### src/rtl/serial_lane_arbiter_pkg.sv
// serial_arb_pkg
//   Shared definitions for the serial lane arbiter: arbiter FSM state
//   encoding, response status codes, decoder data width and the saturating
//   increment used by the error counter.
package serial_arb_pkg;

  // Decoder parallel output width
  localparam int DATA_W = 8;

  // Arbiter FSM states
  typedef enum logic [1:0] {
    IDLE  = 2'd0,
    BUSY  = 2'd1,
    DONE  = 2'd2,
    ABORT = 2'd3
  } state_t;

  // Response status codes
  localparam logic [1:0] ST_OK      = 2'b00;
  localparam logic [1:0] ST_CKSUM   = 2'b01;
  localparam logic [1:0] ST_TIMEOUT = 2'b10;
  localparam logic [1:0] ST_CANCEL  = 2'b11;

  // Increment that sticks at all-ones instead of wrapping
  function automatic logic [DATA_W-1:0] sat_inc(input logic [DATA_W-1:0] value);
    logic [DATA_W-1:0] result;
    if (value == {DATA_W{1'b1}}) begin
      result = value;
    end else begin
      result = value + {{(DATA_W-1){1'b0}}, 1'b1};
    end
    return result;
  endfunction

endpackage

### src/rtl/serial_lane_arbiter_rr_arbiter.sv
// rr_arbiter
//   Combinational round-robin picker. Searches the request vector starting
//   at rr_ptr and wrapping, and returns a one-hot grant for the first
//   requesting lane found.
// Ports
//   req        in   LANES   per-lane request
//   rr_ptr     in   LANE_W  lane with highest priority this round
//   grant_next out  LANES   one-hot grant (all zero when no request)
//   any        out  1       at least one lane is requesting
module rr_arbiter #(
  parameter int LANES = 4,
  localparam int LANE_W = $clog2(LANES)
) (
  input  logic [LANES-1:0]  req,
  input  logic [LANE_W-1:0] rr_ptr,
  output logic [LANES-1:0]  grant_next,
  output logic              any
);

  logic [LANE_W-1:0] idx_s;
  logic              found_s;

  // Walk lanes in priority order from rr_ptr, granting the first requester
  always_comb begin
    grant_next = '0;
    found_s    = 1'b0;
    idx_s      = '0;
    for (int i = 0; i < LANES; i++) begin
      idx_s = LANE_W'((int'(rr_ptr) + i) % LANES);
      if (!found_s && req[idx_s]) begin
        grant_next[idx_s] = 1'b1;
        found_s           = 1'b1;
      end else begin
        found_s = found_s;
      end
    end
    any = |req;
  end

endmodule

### src/rtl/serial_lane_arbiter.sv
// serial_lane_arbiter
//   Shares one serial protocol decoder between LANES serial requesters.
//   One lane is granted per frame in round-robin order; its serial line is
//   muxed onto the decoder input, and the decoder's valid/error pulse is
//   returned as a lane-tagged response. Frames that stall past TIMEOUT
//   cycles, or whose requester withdraws, are aborted and the decoder is
//   flushed with a one-cycle dec_abort pulse.
// Ports
//   clk, rst_n      clock (rising edge), asynchronous active-low reset
//   req             per-lane frame request, held until that lane's rsp
//   lane_serial     per-lane serial lines (idle high)
//   gnt             one-hot grant
//   dec_serial_in   granted lane's line while BUSY, else 1
//   dec_abort       one-cycle decoder flush pulse
//   dec_valid       decoder frame-good pulse
//   dec_error       decoder checksum-error pulse
//   dec_data        decoder byte, sampled with dec_valid
//   rsp_valid       one-cycle response pulse
//   rsp_lane        lane the response belongs to
//   rsp_data        captured byte (0 unless status OK)
//   rsp_status      OK / CHECKSUM_ERR / TIMEOUT / CANCELLED
//   busy            a lane is currently granted
//   err_count       saturating count of non-OK responses
module serial_lane_arbiter
  import serial_arb_pkg::*;
#(
  parameter int LANES   = 4,
  parameter int TIMEOUT = 32,
  localparam int LANE_W = $clog2(LANES)
) (
  input  logic              clk,
  input  logic              rst_n,
  input  logic [LANES-1:0]  req,
  input  logic [LANES-1:0]  lane_serial,
  output logic [LANES-1:0]  gnt,
  output logic              dec_serial_in,
  output logic              dec_abort,
  input  logic              dec_valid,
  input  logic              dec_error,
  input  logic [DATA_W-1:0] dec_data,
  output logic              rsp_valid,
  output logic [LANE_W-1:0] rsp_lane,
  output logic [DATA_W-1:0] rsp_data,
  output logic [1:0]        rsp_status,
  output logic              busy,
  output logic [7:0]        err_count
);

  localparam int CNT_W = $clog2(TIMEOUT);
  localparam logic [CNT_W-1:0] CNT_LAST = CNT_W'(TIMEOUT - 1);

  state_t            state_r;
  logic [LANES-1:0]  gnt_r;
  logic [LANE_W-1:0] lane_r;
  logic [LANE_W-1:0] rr_ptr_r;
  logic [CNT_W-1:0]  cnt_r;
  logic              rsp_valid_r;
  logic [LANE_W-1:0] rsp_lane_r;
  logic [DATA_W-1:0] rsp_data_r;
  logic [1:0]        rsp_status_r;
  logic              dec_abort_r;
  logic              busy_r;
  logic [7:0]        err_count_r;

  logic [LANES-1:0]  grant_next_s;
  logic              any_s;
  logic [LANE_W-1:0] pick_idx_s;
  logic              end_s;
  logic              end_abort_s;
  logic [1:0]        end_status_s;
  logic [DATA_W-1:0] end_data_s;
  logic [LANE_W-1:0] rr_next_s;

  rr_arbiter #(.LANES(LANES)) u_rr (
    .req        (req),
    .rr_ptr     (rr_ptr_r),
    .grant_next (grant_next_s),
    .any        (any_s)
  );

  // Convert the one-hot pick into the lane index used by the mux and rsp_lane
  always_comb begin
    pick_idx_s = '0;
    for (int j = 0; j < LANES; j++) begin
      pick_idx_s = grant_next_s[j] ? LANE_W'(j) : pick_idx_s;
    end
  end

  // Frame-ending events while BUSY, in priority order error > valid > cancel > timeout
  always_comb begin
    end_s        = 1'b0;
    end_abort_s  = 1'b0;
    end_status_s = ST_OK;
    end_data_s   = '0;
    if (dec_error) begin
      end_s        = 1'b1;
      end_status_s = ST_CKSUM;
    end else if (dec_valid) begin
      end_s        = 1'b1;
      end_status_s = ST_OK;
      end_data_s   = dec_data;
    end else if (!req[lane_r]) begin
      end_s        = 1'b1;
      end_abort_s  = 1'b1;
      end_status_s = ST_CANCEL;
    end else if (cnt_r == CNT_LAST) begin
      end_s        = 1'b1;
      end_abort_s  = 1'b1;
      end_status_s = ST_TIMEOUT;
    end else begin
      end_s = 1'b0;
    end
  end

  // Round-robin pointer moves to the lane after the one just served
  always_comb begin
    if (lane_r == LANE_W'(LANES - 1)) begin
      rr_next_s = '0;
    end else begin
      rr_next_s = lane_r + LANE_W'(1);
    end
  end

  // Arbiter FSM with timeout counter and registered response outputs
  always_ff @(posedge clk or negedge rst_n) begin
    if (!rst_n) begin
      state_r      <= IDLE;
      gnt_r        <= '0;
      lane_r       <= '0;
      rr_ptr_r     <= '0;
      cnt_r        <= '0;
      rsp_valid_r  <= 1'b0;
      rsp_lane_r   <= '0;
      rsp_data_r   <= '0;
      rsp_status_r <= ST_OK;
      dec_abort_r  <= 1'b0;
      busy_r       <= 1'b0;
      err_count_r  <= '0;
    end else begin
      // Pulse outputs default low; rsp_lane/data/status hold between pulses
      rsp_valid_r <= 1'b0;
      dec_abort_r <= 1'b0;
      case (state_r)
        IDLE: begin
          if (any_s) begin
            gnt_r   <= grant_next_s;
            lane_r  <= pick_idx_s;
            busy_r  <= 1'b1;
            cnt_r   <= '0;
            state_r <= BUSY;
          end else begin
            state_r <= IDLE;
          end
        end
        BUSY: begin
          if (end_s) begin
            gnt_r        <= '0;
            busy_r       <= 1'b0;
            rsp_valid_r  <= 1'b1;
            rsp_lane_r   <= lane_r;
            rsp_data_r   <= end_data_s;
            rsp_status_r <= end_status_s;
            dec_abort_r  <= end_abort_s;
            rr_ptr_r     <= rr_next_s;
            if (end_status_s != ST_OK) begin
              err_count_r <= sat_inc(err_count_r);
            end else begin
              err_count_r <= err_count_r;
            end
            state_r <= end_abort_s ? ABORT : DONE;
          end else begin
            cnt_r <= cnt_r + CNT_W'(1);
          end
        end
        DONE: begin
          state_r <= IDLE;
        end
        ABORT: begin
          state_r <= IDLE;
        end
        default: begin
          state_r <= IDLE;
          gnt_r   <= '0;
          busy_r  <= 1'b0;
        end
      endcase
    end
  end

  // The decoder only sees a lane's line while that lane's frame is active
  assign dec_serial_in = (state_r == BUSY) ? lane_serial[lane_r] : 1'b1;

  assign gnt        = gnt_r;
  assign dec_abort  = dec_abort_r;
  assign rsp_valid  = rsp_valid_r;
  assign rsp_lane   = rsp_lane_r;
  assign rsp_data   = rsp_data_r;
  assign rsp_status = rsp_status_r;
  assign busy       = busy_r;
  assign err_count  = err_count_r;

endmodule

### config.mk
export PLATFORM = sky130hd
export DESIGN_NAME = serial_lane_arbiter
export DESIGN_NICKNAME = d
export VERILOG_FILES = /design/src/rtl/serial_lane_arbiter_pkg.sv /design/src/rtl/serial_lane_arbiter_rr_arbiter.sv /design/src/rtl/serial_lane_arbiter.sv
export SDC_FILE = /design/constraint.sdc
export NUM_CORES = 1
export LEC_CHECK = 0
export ABC_CLOCK_PERIOD_IN_PS = 6800
export CELL_PAD_IN_SITES_DETAIL_PLACEMENT = 1
export CELL_PAD_IN_SITES_GLOBAL_PLACEMENT = 1
export CORE_AREA = 10 10 113 64
export DETAILED_ROUTE_END_ITERATION = 7
export DIE_AREA = 0 0 123 74
export GPL_TIMING_DRIVEN = 0
export PLACE_DENSITY_LB_ADDON = 0.3
export SLEW_MARGIN = 20
export SYNTH_ARGS = -nofsm -noshare
export SYNTH_HDL_FRONTEND = slang
export SYNTH_HIERARCHICAL = 1
export SYNTH_SLANG_ARGS = --single-unit
### constraint.sdc
create_clock -name clk -period 6.8 [get_ports clk]
set_clock_uncertainty 0.05 [all_clocks]
set_input_delay 1.7 -clock clk [delete_from_list [all_inputs] [get_ports clk]]
set_output_delay 1.7 -clock clk [all_outputs]
set_load 0.1 [all_outputs]
After elaboration in Yosys (flattened, before gate mapping)

Index checks and enable logic that the tools add are counted.
W data, S select, Z words.

Bits in registers: 38
Input port bits: 20
Output and inout port bits: 28
Logic and storage cells: 121

Add/subtract/negate cells: 6
Magnitude comparators: 9
Equal/unequal tests: 9
Multiplexer cells: 61
Bitwise logic cells: 4
Reductions and logical operators: 20

Operators by type and width:

| operator              | number |
|---|---|
| $mux W1               | 29 |
| $mux W4               | 6 |
| $mux W2               | 8 |
| $mux W8               | 2 |
| $lt A2 B3 Y1 const B  | 5 |
| $bmux W1 S2           | 6 |
| $or A4 B4 Y4          | 3 |
| $mux W5               | 2 |
| $pmux W5 S2           | 1 |
| $add A8 B1 Y8 const B | 1 |
| $demux W1 S2          | 4 |
| $eq A8 B8 Y1 const B  | 1 |
| $ge A2 B1 Y1 const B  | 4 |
| $pmux W4 S2           | 1 |
| $logic_and A1 B1 Y1   | 7 |
| $eq A2 B2 Y1 const B  | 3 |
| $ne A2 B2 Y1 const B  | 3 |
| $pmux W2 S3           | 1 |
| $reduce_and A3 Y1     | 2 |
| $add A5 B1 Y5 const B | 1 |
| $eq A5 B5 Y1 const B  | 1 |
| $add A2 B1 Y2 const B | 2 |
| $add A2 B2 Y2 const B | 2 |
| $reduce_and A2 Y1     | 2 |
| 9 further kinds       | 12 |

Depth between registers and ports, before layout

Word-level depth: 15
Depth in mapped cells: 9

Modules after synthesis

The synthesis kept the hierarchy.

Modules (own cells, without submodules):

| module              | instances | cells an instance | area each (µm²) | sequential area each (µm²) |
|---|---|---|---|---|
| serial_lane_arbiter | 1         | 167               | 1,833.0         | 950.9 |
| rr_arbiter          | 1         | 37                | 345.3           | 0.0 |

Worst setup path before layout

OpenSTA, ideal clock, no wires.

Path kind: input to output
From: input port lane_serial[3]
To: output port dec_serial_in
Arrival time: 2.639 ns
Data required time: 5.050 ns
Setup slack: 2.411 ns
Stages: 2
Buffers on the path: 0
Path through: mux4_2 > or2_2

Cells in the longest elaborated chain, start to end: 3

Ends and longest elaborated chain:

| element                       | RTL line                   | source |
|---|---|---|
| from (decl)                   | serial_lane_arbiter.sv:34  | `input logic [LANES-1:0] lane_serial,` |
| $bmux W1 S2                   | serial_lane_arbiter.sv:191 | `assign dec_serial_in = (state_r == BUSY) ? lane_serial[lane_r] : 1'b1;` |
| $mux W1 (not written as such) | serial_lane_arbiter.sv:191 |  |
| $mux W1                       | serial_lane_arbiter.sv:191 |  |
| to (decl)                     | serial_lane_arbiter.sv:36  | `output logic dec_serial_in,` |

No other way between the ends. The select of a mux whose other input is x is not followed.

Final worst setup path

From: input port lane_serial[2]
To: output port dec_serial_in

The elaborated chain is that of the path after synthesis.

==> impl_results.md <==
* Status: finished clean
* Most common cell after layout, fill and taps aside: clkdlybuf4s50_1
* Worst path most repeated cell: clkdlybuf4s50_1
* Crit path DAT at 3.86 ns
* Rows at 19
* Ant. Diodes at 0
* CTS Hold Buffers Added at 0
* Crit-path cells: clkdlybuf4s50_1 > mux4_2 > or2_2 > clkdlybuf4s50_1
* Worst path max stage delay at approximately 0.97 ns
* Worst hold slack at ~0.41 ns
* Kind of critical path: in2out
* Starting density of the core at roughly two fifths
* # nets final at 289
* Final setup TNS at 0 ns
* Sequential fraction of the synthesis area at 43.7%
* Worst Hold Depth at 1
* Synth unique cells at slightly above 40
* Hold_sp: state_r[1]
* Number of enable flip-flop cells after synthesis at 0
* CTS tree: built
* Worst Path Required at 5.05 ns
* Syn Nets at 234
* Avg Synthesized Cell Area at 10.7 um2
* Total die area at 9100 um2
* GRT overflow at 0
* Vert. Die Dim at 74 um
* Placer congestion estimate at 0.814
* First-pass GRT wire length at between 9000 and 10,000 um
* Worst-Margin Slew at 0.999 ns
* CTS H-tree lvls at 2
* Hold endpoint: state_r[0]
* Pre-antenna DRT Iters at 4
* Latest clock arrival within the worst-skew pair at roughly 0.29 ns
* DIE WIDTH at 123 um
* Max_slew headroom at 33.2%
* Via/cell ratio at 5.14
* Sink Count at 38
* Num ports at 48
* Drt drc at 0
* Reg2reg path depth at 9
* Crit. End Element: primary output
* Fillers at approximately 590
* Minimum clock period at around 5.6 ns
* Synth Instances at 204
* Num CTS Buffers at 5
* Vias in the first global route at 1,861
* Slew Viols, Final at 0
* Placed cell areas at 2760 um2
* Commonest non-fill, non-tap cells in the layout: 46 x clkdlybuf4s50_1, 38 x dfrtp_1, 28 x nand2_1, 18 x inv_1, 15 x mux2i_1
* Synth Flop Type: dfrtp_1
* WL final at approximately 6100 um
* Critical Path Slowest Stage Cell: clkdlybuf4s50_1
* Tcrit/Tclk final at just over 80%
* Core box area at 5300 um2
* Post-CTS setup buffers at 0
* Synth Register Bits at 38
* Unrepaired setup endpoints after global routing: no
* Design area at 2840 um2
* GR Util All Layers at 14.1%
* Largest net degree at the start of global routing at 31
* Final Hold Vio Count at 0
* Clock root buffer: clkbuf_8
* Max Freq at 0.178 GHz
* Mapped Area at roughly 2200 um2
* Yosys warning count at 6
* Worst-path clk slew at 0.07 ns
* Hold crit path type: reg2reg
* Max-Cap Viols at 0
* R2R Path Start: rr_ptr_r[0]
* Startpoint types: primary input
* Initial antenna violation count at 0
* Critical Path Fanout Max at 1
* Detail Route Antenna Nets at 0
* DR iter-0 viols at 54
* R2R Path End: lane_r[0]
* Area Overhead vs Synth at 30.3%
* Port bufs at 47
* FFs w/ async S/R, synth at 100%
* Avg WL per Cell at 18.5 um
* Final setup vio count at 0
* Post-detail-place hpwl at 4780 um
* Flop-to-flop setup slack at 4.13 ns
* CTS max path bufs at 2
* Vias at 1,701
* Post-CTS Resized at 0
* Share of cells above drive strength 1 at 11.2%
how the worst max path moves through the flow:
stage | from | to | slack [ns] | cells after the start
4_1_cts | lane_serial[2] | dec_serial_in | 1.17 | 4
3_5_place_dp | lane_serial[2] | dec_serial_in | 1.18 | 4
6_report | lane_serial[2] | dec_serial_in | 1.19 | 4
2_1_floorplan | lane_serial[3] | dec_serial_in | 2.41 | 2
3_3_place_gp | lane_serial[3] | dec_serial_in | 1.26 | 4
5_1_grt | lane_serial[2] | dec_serial_in | 1.16 | 4
cell usage after synthesis (5+ instances only):
master	instances	area, um2
nor3_1	5	25.0
xor2_1	5	43.8
ha_1	10	125
nand2_1	28	105
nand3_1	6	30.0
mux2i_1	15	150
a21oi_1	7	35.0
dfrtp_1	38	951
mux2_1	8	90.1
inv_1	18	67.6
nor2_1	10	37.5
registers in the layout, summed over array words and instances (netlist names):
register,count
err_count,8
rsp_data,8
cnt_r,5
gnt,4
lane_r,2
rr_ptr_r,2
rsp_lane,2
rsp_status,2
state_r,2
busy,1
dec_abort,1
rsp_valid,1
layout make-up:
cell class | count | area (um2) | area share [%]
sequential | 38 | 951 | 33.5
tap | 73 | 91.3 | 3.22
multi-input combinational | 141 | 1120 | 39.4
clock buffer | 6 | 82.6 | 2.91
buffer | 7 | 41.3 | 1.46
inverter | 18 | 67.6 | 2.38
timing repair buffer | 48 | 485 | 17.1
worst max-delay path, delay by kind of cell:
kind	cells	cell delay (ns)
buffers and inverters	2	1.40
AND/OR/NAND/NOR	1	0.28
multiplexers	1	0.48
cells by family (layout without fill, tap and decap cells):
| family | after synthesis | after routing | synth area share (%) |
|---|---|---|---|
| compound gates | 26 | 26 | 9.25 |
| fa+ha+maj | 10 | 10 | 5.74 |
| simple gates | 70 | 70 | 16.5 |
| buf+inv | 25 | 79 | 5.00 |
| flops | 38 | 38 | 43.7 |
| xor+xnor | 5 | 5 | 2.01 |
| mux | 30 | 30 | 17.8 |
per-stage QoR:
stage,utilization [%],setup WS (ns),std cells
after CTS,53.5,1.17,331
after global placement,51.7,1.26,324
final,53.5,1.19,331
after floorplan,-,2.41,204
after global routing,53.5,1.16,331
after detailed placement,52.0,1.18,325
per-layer routing:
layer	track usage [%]	up-vias	share of wire (%)
met5	0	-	0
met4	5.39	0	1.4
met3	4.83	11	8.5
met2	21.1	49	42
met1	18.6	833	48
li1	-	808	-
Power is left out: the tool's default activity adds up to more than one toggle a clock period on the data nets, which glitch-free logic cannot reach.
==> RTL edit (same flow settings) <==
Re-encode `state_t` (4 states) as Gray code, 2 bits wide.
--- a/src/rtl/serial_lane_arbiter_pkg.sv
+++ b/src/rtl/serial_lane_arbiter_pkg.sv
@@ -10,8 +10,8 @@
   // Arbiter FSM states
   typedef enum logic [1:0] {
-    IDLE  = 2'd0,
-    BUSY  = 2'd1,
-    DONE  = 2'd2,
-    ABORT = 2'd3
+    IDLE  = 2'b00,
+    BUSY  = 2'b01,
+    DONE  = 2'b11,
+    ABORT = 2'b10
   } state_t;
 
Formal check against the unedited RTL: same outputs for any inputs over 4 cycles, from zero or initial values and one cycle with rst_n low; so few cycles prove little.
==> RTL edit against the unedited design <==
- sequential share of layout area down 0.21 points
- setup slack better by 110 ps
- area after synthesis barely moved
- core utilization grew 0.33 points
- routed wire length shrank 0.34%
- sequential cell count is the same
- via count grew 4.1%
- final area increased by 0.62%
Power is left out: the tool's default activity adds up to more than one toggle a clock period on the data nets, which glitch-free logic cannot reach.
==> RTL edit: results (changes against the unedited design) <==
Run status
  • Outcome: completed (unchanged)

Route
  • DR WL/cell: 18.0 um (was 18.5 um)
  • DRT antenna net count: 0 (unchanged)
  • DR iter-0 viols: 104 (was 54)
  • Vias/cell: 5.22 (was 5.14)
  • DRT Pass-1 Iters: 4 (unchanged)

CTS
  • H-Tree Depth: 2 (unchanged)
  • Cts bufs inserted: 5 (unchanged)
  • Post-CTS setup repair buffer count: 0 (unchanged)
  • Clock Path Buffers: 2 (unchanged)
  • Clock slew at reported path FFs: approximately 80 ps
  • Clock root buffer master: clkbuf_8 (unchanged)
  • Worst-Skew Late Latency: 290 ps (about the same)
  • Cts repair resizes: 0 (unchanged)

GRT
  • Pin count of the biggest net entering global routing: 28 (was 31)
  • Initial antenna violation count: 0 (unchanged)
  • Number of global-route vias before repair: 1846 (was 1861)
  • GRT Util Overall: 14.0% (was 14.1%)
  • First-pass GRT wire length: 10.0 mm (was 9.92 mm)

Synthesis
  • Seq/Total Area, Yosys: 43.6% (was 43.7%)
  • Post-synthesis net count: 241 (was 234)
  • Syn. warnings: 6 (unchanged)
  • Area contributors post-synth: dfrtp_1 (44%), nand2_1 (6.4%), ha_1 (5.7%), mux4_1 (3.6%), mux2_4 (2.8%) (was dfrtp_1 (44%), mux2i_1 (6.9%), ha_1 (5.7%), nand2_1 (4.8%), mux2_1 (4.1%))
  • Largest area contributor in the netlist: dfrtp_1 (unchanged)
  • FFs w/ async S/R, synth: 100% (unchanged)
  • Commonest cells in the netlist: dfrtp_1 (38), nand2_1 (37), inv_1 (11), ha_1 (10), o21ai_0 (10) (was dfrtp_1 (38), nand2_1 (28), inv_1 (18), mux2i_1 (15))
  • Library cells used by synthesis: 41 (unchanged)
  • EDFF count, synth: 0 (unchanged)

Setup path
  • Top Family by Delay on Critical Path: buffers and inverters (unchanged)
  • Max FO, Critical Path: 1 (unchanged)
  • Crit path DAT: 3740 ps (was 3860 ps)
  • Reg-to-Reg Start: rr_ptr_r[0] (unchanged)
  • FF-to-FF setup slack: 4100 ps (was 4130 ps)
  • Crit path largest cell delay: 990 ps (was 970 ps)
  • R2R depth: 9 (unchanged)
  • Crit-path slowest cell: clkdlybuf4s50_1 (unchanged)
  • Reg2reg end: lane_r[0] (unchanged)

Min path
  • Min-delay worst type: reg -> reg (unchanged)
  • Hold_sp: rsp_data[3] (was state_r[1])
  • Worst hold stages: 2 (was 1)
  • Worst Hold End: rsp_data[3] (was state_r[0])

Place
  • HPWL after DPL: 4.85 mm (was 4.78 mm)
  • Gpl congestion: 0.825 (was 0.814)
  • Dpl cell area: 2750 um2 (was 2760 um2)
  • Port bufs: 46 (was 47)

Finish
  • Ant diodes: 0 (unchanged)
  • Fin nets: 295 (was 289)
  • Share of cells above drive strength 1: 12.0% (was 11.2%)
  • P&R area growth vs syn: 31.0% (was 30.3%)
  • Fill count: 612 (was 589)

Timing
  • Tightest Pin Transition: 1040 ps (was 999 ps)
RTL edit: cell types whose count changed after synthesis, moves of 3 or more:
cell and change:
o21ai_1 -4, mux2_1 -5, or2_2 -3, mux2_4 +4, o31ai_1 +3, and3_1 -3, mux2i_1 -12, nand2_1 +9
o21ai_0 +10, nor4_1 +5, inv_1 -7
RTL edit: cell type report:
class / count / share of cell area [%]
multi-input cells: 153 / 39.5
flip-flops and latches: 38 / 33.3
repair buffers: 47 / 16.7
well taps: 73 / 3.20
clock buffers: 5 / 2.41
plain buffers: 9 / 2.10
inverters: 11 / 1.45
clock inverters: 3 / 1.40
RTL edit: metrics by stage:
step / worst slack (ps) / hold WS, ps / std cells
after CTS: 1300 / 440 / 339
final: 1310 / 435 / 339
after floorplan: 2240 / 394 / 211
after global placement: 1320 / 408 / 330
after detailed placement: 1310 / 427 / 331
after global routing: 1240 / 465 / 339
RTL edit: kinds of logic (layout without fill, tap and decap cells):
logic type,after synthesis,in the layout,share of synthesized area [%]
adders and majority gates,10,10,5.74
DFF,38,38,43.6
xor gates and xnor gates,5,5,2.01
and+or+nand+nor,87,87,21.0
AOI/OAI and AO/OA,35,35,11.1
muxes,16,16,11.9
buffers and inverters,20,75,4.65
RTL edit: per-layer routing:
layer  wire [um]  track usage, %  share of wire (%)
met1        3040            19.1                 50
met2        2500            20.4                 41
met3         547            6.65                9.0
met4           9            1.54               0.15
met5           0               0                  0
RTL edit: how the worst max path moves through the flow:
stage	from	to	slack [ps]	depth (start not counted)
after floorplan	lane_serial[1]	dec_serial_in	2240	2
after global routing	lane_serial[1]	dec_serial_in	1240	4
after global placement	lane_serial[1]	dec_serial_in	1320	4
after CTS	lane_serial[2]	dec_serial_in	1300	4
final	lane_serial[1]	dec_serial_in	1310	4
after detailed placement	lane_serial[2]	dec_serial_in	1310	4
